--- src/rtl/rom_arbiter.sv ---
// rom_arbiter
//   Shares one synchronous single-port ROM (1-cycle read latency) among NREQ
//   requesters using round-robin arbitration. It steers the granted address
//   to the ROM and returns the read data to the requester that owns the read.
//   If that owner is not ready for the data, the data is parked in a hold
//   register, so back-to-back reads run at one per cycle while each
//   requester can still stall its own response.
//
// Ports
//   clk           clock, all state updates on the rising edge
//   rst           synchronous reset, active-high
//   i_req_valid   [NREQ]        request valid per requester
//   i_req_addr    [NREQ*abits]  byte address; requester k at [k*abits +: abits]
//   o_req_ready   [NREQ]        one-hot grant (handshake = valid & ready)
//   o_resp_valid  [NREQ]        one-hot response valid (owner of the read)
//   o_resp_data   [dbits]       read data shared by all requesters
//   i_resp_ready  [NREQ]        response accept per requester (owner only)
//   o_rom_addr    [abits]       ROM address; the ROM drops the low byte bits
//   i_rom_data    [dbits]       ROM data, valid one cycle after the address

module rom_arbiter #(
    parameter  int NREQ        = 2,
    parameter  int abits       = 12,
    parameter  int log2_dbytes = 3,
    localparam int DBITS       = 8 * (2 ** log2_dbytes),
    localparam int IW          = $clog2(NREQ)
) (
    input  logic                  clk,
    input  logic                  rst,
    input  logic [NREQ-1:0]       i_req_valid,
    input  logic [NREQ*abits-1:0] i_req_addr,
    output logic [NREQ-1:0]       o_req_ready,
    output logic [NREQ-1:0]       o_resp_valid,
    output logic [DBITS-1:0]      o_resp_data,
    input  logic [NREQ-1:0]       i_resp_ready,
    output logic [abits-1:0]      o_rom_addr,
    input  logic [DBITS-1:0]      i_rom_data
);

    typedef enum logic [1:0] {
        S_IDLE = 2'd0,   // no outstanding read
        S_RESP = 2'd1,   // ROM data for the previous grant is on i_rom_data
        S_HOLD = 2'd2    // data parked in r_hold awaiting the owner's accept
    } state_t;

    state_t             r_state;
    state_t             w_state_next;
    logic [IW-1:0]      r_owner;
    logic [IW-1:0]      r_rr_last;
    logic [DBITS-1:0]   r_hold;
    logic [abits-1:0]   r_rom_addr;

    logic               w_owner_ready;
    logic               w_can_grant;
    logic               w_any_valid;
    logic               w_found_hi;
    logic [IW-1:0]      w_idx_hi;
    logic [IW-1:0]      w_idx_lo;
    logic [IW-1:0]      w_gidx;
    logic [abits-1:0]   w_gaddr;
    logic               w_fire;
    logic               w_hold_load;
    logic [31:0]        w_rr_ext;

    // ------------------------------------------------------------------
    // Round-robin pick: the first valid requester strictly above rr_last
    // wins; otherwise wrap around to the lowest valid index. This is the
    // same as searching rr_last+1, rr_last+2, ... modulo NREQ, without
    // needing a modulo for non-power-of-two NREQ.
    // ------------------------------------------------------------------
    always_comb begin
        w_rr_ext    = 32'(r_rr_last);
        w_found_hi  = 1'b0;
        w_any_valid = 1'b0;
        w_idx_hi    = '0;
        w_idx_lo    = '0;
        for (int unsigned k = 0; k < NREQ; k++) begin
            if (i_req_valid[k] && (k > w_rr_ext) && !w_found_hi) begin
                w_found_hi = 1'b1;
                w_idx_hi   = IW'(k);
            end
            if (i_req_valid[k] && !w_any_valid) begin
                w_any_valid = 1'b1;
                w_idx_lo    = IW'(k);
            end
        end
        w_gidx = w_found_hi ? w_idx_hi : w_idx_lo;
    end

    always_comb begin
        w_gaddr = '0;
        for (int unsigned k = 0; k < NREQ; k++) begin
            if (w_gidx == IW'(k)) begin
                w_gaddr = i_req_addr[k*abits +: abits];
            end
        end
    end

    // ------------------------------------------------------------------
    // Grant qualification. A new read may start when nothing is pending or
    // when the current owner takes its data this cycle (from the ROM or
    // from the hold register). Grants are suppressed while rst is high so
    // no handshake is reported for a read that reset will discard.
    // ------------------------------------------------------------------
    always_comb begin
        w_owner_ready = i_resp_ready[r_owner];
        w_can_grant   = !rst && ((r_state == S_IDLE) || w_owner_ready);
        w_fire        = w_can_grant && w_any_valid;
    end

    // ------------------------------------------------------------------
    // Next-state logic.
    // ------------------------------------------------------------------
    always_comb begin
        w_state_next = r_state;
        w_hold_load  = 1'b0;
        case (r_state)
            S_IDLE: begin
                if (w_fire) begin
                    w_state_next = S_RESP;
                end
            end
            S_RESP: begin
                if (w_owner_ready) begin
                    w_state_next = w_fire ? S_RESP : S_IDLE;
                end else begin
                    // ROM data is only valid this one cycle: capture it.
                    w_hold_load  = 1'b1;
                    w_state_next = S_HOLD;
                end
            end
            S_HOLD: begin
                if (w_owner_ready) begin
                    w_state_next = w_fire ? S_RESP : S_IDLE;
                end
            end
            default: begin
                w_state_next = S_IDLE;
            end
        endcase
    end

    // ------------------------------------------------------------------
    // Outputs.
    // ------------------------------------------------------------------
    always_comb begin
        o_req_ready  = w_fire ? (NREQ'(1) << w_gidx) : '0;
        o_resp_valid = '0;
        if (!rst && (r_state != S_IDLE)) begin
            o_resp_valid = NREQ'(1) << r_owner;
        end
        // Outside RESP the hold register is presented; it is zero out of
        // reset, which keeps o_resp_data quiet until the first stall.
        o_resp_data  = (r_state == S_RESP) ? i_rom_data : r_hold;
        // The address goes out combinationally in the grant cycle so the
        // ROM returns data on the next cycle; otherwise hold the last one.
        o_rom_addr   = w_fire ? w_gaddr : r_rom_addr;
    end

    // ------------------------------------------------------------------
    // State registers.
    // ------------------------------------------------------------------
    always_ff @(posedge clk) begin
        if (rst) begin
            r_state    <= S_IDLE;
            r_owner    <= '0;
            r_rr_last  <= IW'(NREQ - 1);
            r_hold     <= '0;
            r_rom_addr <= '0;
        end else begin
            r_state <= w_state_next;
            if (w_fire) begin
                r_owner    <= w_gidx;
                r_rr_last  <= w_gidx;
                r_rom_addr <= w_gaddr;
            end
            if (w_hold_load) begin
                r_hold <= i_rom_data;
            end
        end
    end

endmodule

--- config.mk ---
export PLATFORM = sky130hd
export DESIGN_NAME = rom_arbiter
export DESIGN_NICKNAME = d
export VERILOG_FILES = /design/src/rtl/rom_arbiter.sv
export SDC_FILE = /design/constraint.sdc
export NUM_CORES = 1
export LEC_CHECK = 0
export BUFFER_PORTS_ARGS = -buffer_cell sky130_fd_sc_hd__buf_2
export CAP_MARGIN = 20
export CORE_ASPECT_RATIO = 1.2
export CORE_MARGIN = 4
export CORE_UTILIZATION = 49
export CTS_CLUSTER_SIZE = 28
export DETAILED_ROUTE_END_ITERATION = 7
export GPL_TIMING_DRIVEN = 0
export MAX_ROUTING_LAYER = met4
export PLACE_DENSITY = 0.81
export RECOVER_POWER = 50
export SLEW_MARGIN = 20
export SYNTH_ARGS = -nofsm -noshare
export SYNTH_HDL_FRONTEND = slang
export SYNTH_SLANG_ARGS = --single-unit
--- constraint.sdc ---
create_clock -name clk -period 1.65 [get_ports clk]
set_input_delay 0.0825 -clock clk [delete_from_list [all_inputs] [get_ports clk]]
set_output_delay 0.0825 -clock clk [all_outputs]
set_load 0.02 [all_outputs]
==> summary.md, run 1 <==
| Metric | Value |
|---|---|
| Synth Flop Type | dfxtp_1 |
| Post-DP Area | 0.005254 sq mm |
| Clock Tree Buf Depth | 2 |
| Status | did not finish |
| Top-count cell post-synth | nand2_1 |
| GRT repair_timing worst endpoint | o_rom_addr[2] |
| Max H-tree Level | 3 |
| Syn Area/Cell | 6.991 sq um |
| IO Pins | 174 |
| CTS root buffer | clkbuf_8 |
| Largest net degree at the start of global routing | 13 |
| Synth Warn # | 0 |
| Row cnt | 36 |
| Register area share after synthesis | 0.3768 |
| Ranking of synthesized cells by area | dfxtp_1, nand2_1, a21oi_1, o21ai_0, nand3_1 |
| Area share of the largest cell type after synthesis | 0.3768 |
| Run Error | [ERROR DPL-0038] Utilization greater than 100%, impossible to legalize |
| Buffers added on ports | 172 |
| Ys async rst share | 0 |
| Clock buffer count from CTS | 9 |
| TritonCTS Sinks | 80 |
| Die height | 110.0 microns |
| GP Congestion | 0.8438 |
| Cell count after synthesis | 608 |
| Cells after DPL | 894 |
| Post-synth top area cell | dfxtp_1 |
| Flops & latches, synth | 80 |
| Mapped cell area | 0.004250 sq mm |
| Number of synthesized flops with an enable pin | 0 |
| Syn nets | 702 |
| Die width | 93.02 microns |
| Commonest cells in the netlist | nand2_1, dfxtp_1, a21oi_1 |
| Netlist cell types | 30 |
| Halt Stage | 5_1_grt |
| Initial core utilization | 0.5128 |
| Hpwl dp | 9668 microns |
| WEP type | primary output |
[stage by stage]
stage	setup TNS (ns)	util	setup WS, ns
2_1_floorplan	0	-	0.07544
3_3_place_gp	-0.5597	0.6339	-0.06134
3_5_place_dp	-1.700	0.6339	-0.1168
4_1_cts	-2.012	0.8087	-0.1467
[kinds of logic after synthesis]
family | synth area share
muxes | 0.03415
AOI/OAI and AO/OA | 0.2605
and+or+nand+nor | 0.2555
buffers and inverters | 0.07095
xor gates and xnor gates | 0.002061
DFF | 0.3768
[what timing repair did]
item,4_1_cts
pin swaps,6
setup endpoints to repair,78
gates cloned,2
hold buffers,58
resized for setup,143
buffers inserted,15
hold endpoints to repair,58
==> inputs of run 2 (changes only) <==
--- a/config.mk
+++ b/config.mk
@@ -7,14 +7,11 @@
 export LEC_CHECK = 0
 export BUFFER_PORTS_ARGS = -buffer_cell sky130_fd_sc_hd__buf_2
 export CAP_MARGIN = 20
-export CORE_ASPECT_RATIO = 1.2
 export CORE_MARGIN = 4
-export CORE_UTILIZATION = 49
-export CTS_CLUSTER_SIZE = 28
+export CORE_UTILIZATION = 40
 export DETAILED_ROUTE_END_ITERATION = 7
 export GPL_TIMING_DRIVEN = 0
-export MAX_ROUTING_LAYER = met4
-export PLACE_DENSITY = 0.81
+export PLACE_DENSITY_LB_ADDON = 0.15
 export RECOVER_POWER = 50
 export SLEW_MARGIN = 20
 export SYNTH_ARGS = -nofsm -noshare
==> run 2 against run 1 <==
- the flow now finishes, with violations (negative setup slack)
- synthesized cell count did not move
- area after synthesis did not move
==> summary.md, run 2 <==
| Metric | Value |
|---|---|
| Status | complete, but fails checks |
| Failing checks | negative setup slack |
| WL per Instance | 16.82 microns |
| Die width | 111.1 microns (+19%) |
| Gr ovfl total | 0 |
| Commonest non-fill, non-tap cell in the layout | buf_2 |
| P_leak | 3.555 nW |
| Flops & latches, synth | 80 (unchanged) |
| First-pass GRT wire length | 26710 microns |
| Final hold violation count | 0 |
| CTS root buffer | clkbuf_8 |
| Via count | 5533 |
| CP endpoint | o_rom_addr[3] |
| Post-route non-filler standard cell count | 1024 |
| Skew final | 0.003634 ns |
| CP max FO | 10 |
| Layout cells sized above 1 | 0.4831 |
| Cell count after synthesis | 608 (unchanged) |
| Register area share after synthesis | 0.3768 (unchanged) |
| Capturing point of the worst reg2reg path | r_hold[21]$_SDFFE_PP0P_ |
| Max H-tree Level | 3 (unchanged) |
| Post-synth top area cell | dfxtp_1 |
| Max VDD drop | 0.4554 mV |
| Initial antenna violation count | 0 |
| Post-route ant nets | 0 |
| GP Congestion | 0.8437 (about the same) |
| Hpwl dp | 9688 microns (+0.20%) |
| 1st-pass router iterations | 4 |
| Worst Setup Start Kind | register |
| Fin crit period | 1.821 ns |
| Final core occ | 0.7712 |
| Flop pwr share | 0.342 |
| Clock Latency Late Sink | 0.36 ns |
| Internal power | 0.003981 W |
| Setup WS post-layout | -0.1709 ns |
| Finish-stage setup viols | 21 |
| Clock buffer count from CTS | 9 (unchanged) |
| Worst Setup End Kind | primary output |
| Synth Flop Type | dfxtp_1 |
| Largest register FFs | 64 |
| Vias in the first global route | 5498 |
| Slowest CP cell | dfxtp_4 |
| RSZ-0062 raised after global routing | yes |
| Initial core utilization | 0.4117 (-0.1011) |
| Slew HR | 0.5930 |
| R2r setup slk | 0.02 ns |
| Row cnt | 37 (+2.8%) |
| Hold Slack | 0.01416 ns |
| Psw | 0.002232 W |
| Synth Warn # | 0 (unchanged) |
| Ys async rst share | 0 (unchanged) |
| R2r startpoint | r_owner$_SDFFE_PP0P_ |
| Syn nets | 702 (unchanged) |
| Antenna diodes | 0 |
| Largest stage delay, worst path | 0.36 ns |
| Top-count cell post-synth | nand2_1 |
| # DRC | 0 |
| Syn Area/Cell | 6.991 sq um (unchanged) |
| Commonest cells in the netlist | nand2_1, dfxtp_1, a21oi_1 |
| Detailed Route WL | 17230 microns |
| Setup TNS | -1.961 ns |
| Max Transition Viols Final | 0 |
| Die height | 111.1 microns (+0.96%) |
| Cells after DPL | 916 (+2.5%) |
| Final #Nets | 978 |
| IO Pins | 174 (unchanged) |
| Arr. time, crit path | 1.74 ns |
| Clock share of power | 0.217 |
| Number of synthesized flops with an enable pin | 0 (unchanged) |
| Sw Share | 0.3593 |
| Buffers added on ports | 172 (unchanged) |
| CTS tree | yes |
| Die Area | 0.01234 sq mm |
| Reg2Reg Depth | 7 |
| DP Worst Slack | -0.1088 ns (+0.008056 ns) |
| Fmax | 549.2 MHz |
| DR iter-0 viols | 373 |
| Pwr per Cell Area | 780.4 mW/mm^2 |
| Tot GR Track Use | 0.2573 |
| Reg with most FFs | r_hold |
| Ranking of synthesized cells by area | dfxtp_1, nand2_1, a21oi_1, o21ai_0, nand3_1 |
| Cell Chain, Critical Path | mux2_4 > o21a_4 > buf_12 > a21oi_2 > buf_4 |
| Required time worst endpoint | 1.57 ns |
| Mapped cell area | 0.004250 sq mm (unchanged) |
| Worst Tran Pin Value | 0.6105 ns |
| Crit path launch | r_owner$_SDFFE_PP0P_ |
| TritonCTS Sinks | 80 (unchanged) |
| Clock-pin slew on the worst setup and hold paths | 0.08 ns |
| Clock Tree Buf Depth | 2 (unchanged) |
| Final period utilization | 1.104 |
| Synthesis-to-layout area growth | 87.31% |
| Max-cap viol count | 0 |
| Most frequent cells in the layout | buf_2, dfxtp_1, nand2_1 |
| Setup CP Type | reg2out |
| Netlist cell types | 30 (unchanged) |
| Biggest registers after layout | r_hold x64, r_rom_addr x12, r_state x2 |
| Vias/cell | 5.403 |
| Area share of the largest cell type after synthesis | 0.3768 (unchanged) |
| Core ar. | 0.01032 sq mm |
| Largest net degree at the start of global routing | 13 |
| Worst Hold Class | in2reg |
| Comb pwr share | 0.441 |
==> run 2: cell counts after synthesis <==
Identical to the previous run, type by type.
==> run 2: worst min path at each step <==
stage	end	slack, ns	cells after the start	startpoint
floorplan	r_hold[0]$_SDFFE_PP0P_	0.23	2	i_rom_data[0]
global placement	r_hold[22]$_SDFFE_PP0P_	0.35	3	i_rom_data[22]
detailed placement	r_hold[50]$_SDFFE_PP0P_	0.35	3	i_rom_data[50]
CTS	r_hold[12]$_SDFFE_PP0P_	0.0005	3	i_rom_data[12]
global route	r_hold[12]$_SDFFE_PP0P_	0.02	3	i_rom_data[12]
finish	r_hold[12]$_SDFFE_PP0P_	0.01	3	i_rom_data[12]
==> run 2: layer usage <==
layer	share of wire	GRT usage	vias to the layer above
met3	0.055	0.04203	32
met5	0	0	-
met2	0.51	0.4539	235
met4	0.020	0.09165	0
li1	-	-	2632
met1	0.41	0.3161	2634
==> run 2: what timing repair did <==
item,CTS,global route
setup buffers,21,4
setup endpoints to repair,78,134
pin swaps,47,66
hold buffers,61,0
gates resized for setup,284,179
endpoints found under the hold margin,61,0
cloned,9,3
==> run 2: cells by family (layout without fill, tap and decap cells) <==
logic type / after synthesis / count (layout) / synth area share
AND/OR/NAND/NOR: 265 / 265 / 0.2555
multiplexers: 14 / 14 / 0.03415
XOR/XNOR: 1 / 1 / 0.002061
AO/OA/AOI/OAI: 186 / 186 / 0.2605
buffers and inverters: 62 / 342 / 0.07095
flip-flops: 80 / 80 / 0.3768
==> run 2: layout make-up <==
cell class | count | area, sq um
Multi-Input combinational cell | 466 | 3064
Fill cell | 707 | 2362
Timing Repair Buffer | 267 | 2290
Sequential cell | 80 | 1613
Buffer | 58 | 644.4
Tap cell | 136 | 170.2
Clock buffer | 12 | 155.1
Clock inverter | 3 | 17.52
Inverter | 2 | 7.507
==> run 2: critical path: cells and delay by family (launching register included) <==
family	cells	cell delay (ns)
buffers and inverters	2	0.31
muxes	1	0.34
DFF	1	0.36
AOI/OAI and AO/OA	2	0.36
==> run 2: per-stage QoR <==
step / total power, W / instance area (sq um)
finish: 0.006213 / 7961
global route: 0.006482 / 7961
CTS: 0.005888 / 7360
detailed placement: 0.003748 / 5281
global placement: 0.003725 / 5281
floorplan: 0.003187 / 4250
==> run 2: power by group through the flow <==
stage | sequential, W | combinational, W | clock (W)
after floorplan | 0.00213 | 0.00105 | 0
after global placement | 0.00214 | 0.00158 | 0
after detailed placement | 0.00215 | 0.00160 | 0
after CTS | 0.00211 | 0.00241 | 0.00137
after global routing | 0.00214 | 0.00290 | 0.00144
final | 0.00213 | 0.00274 | 0.00135
Power figures use the tool's default switching activity.
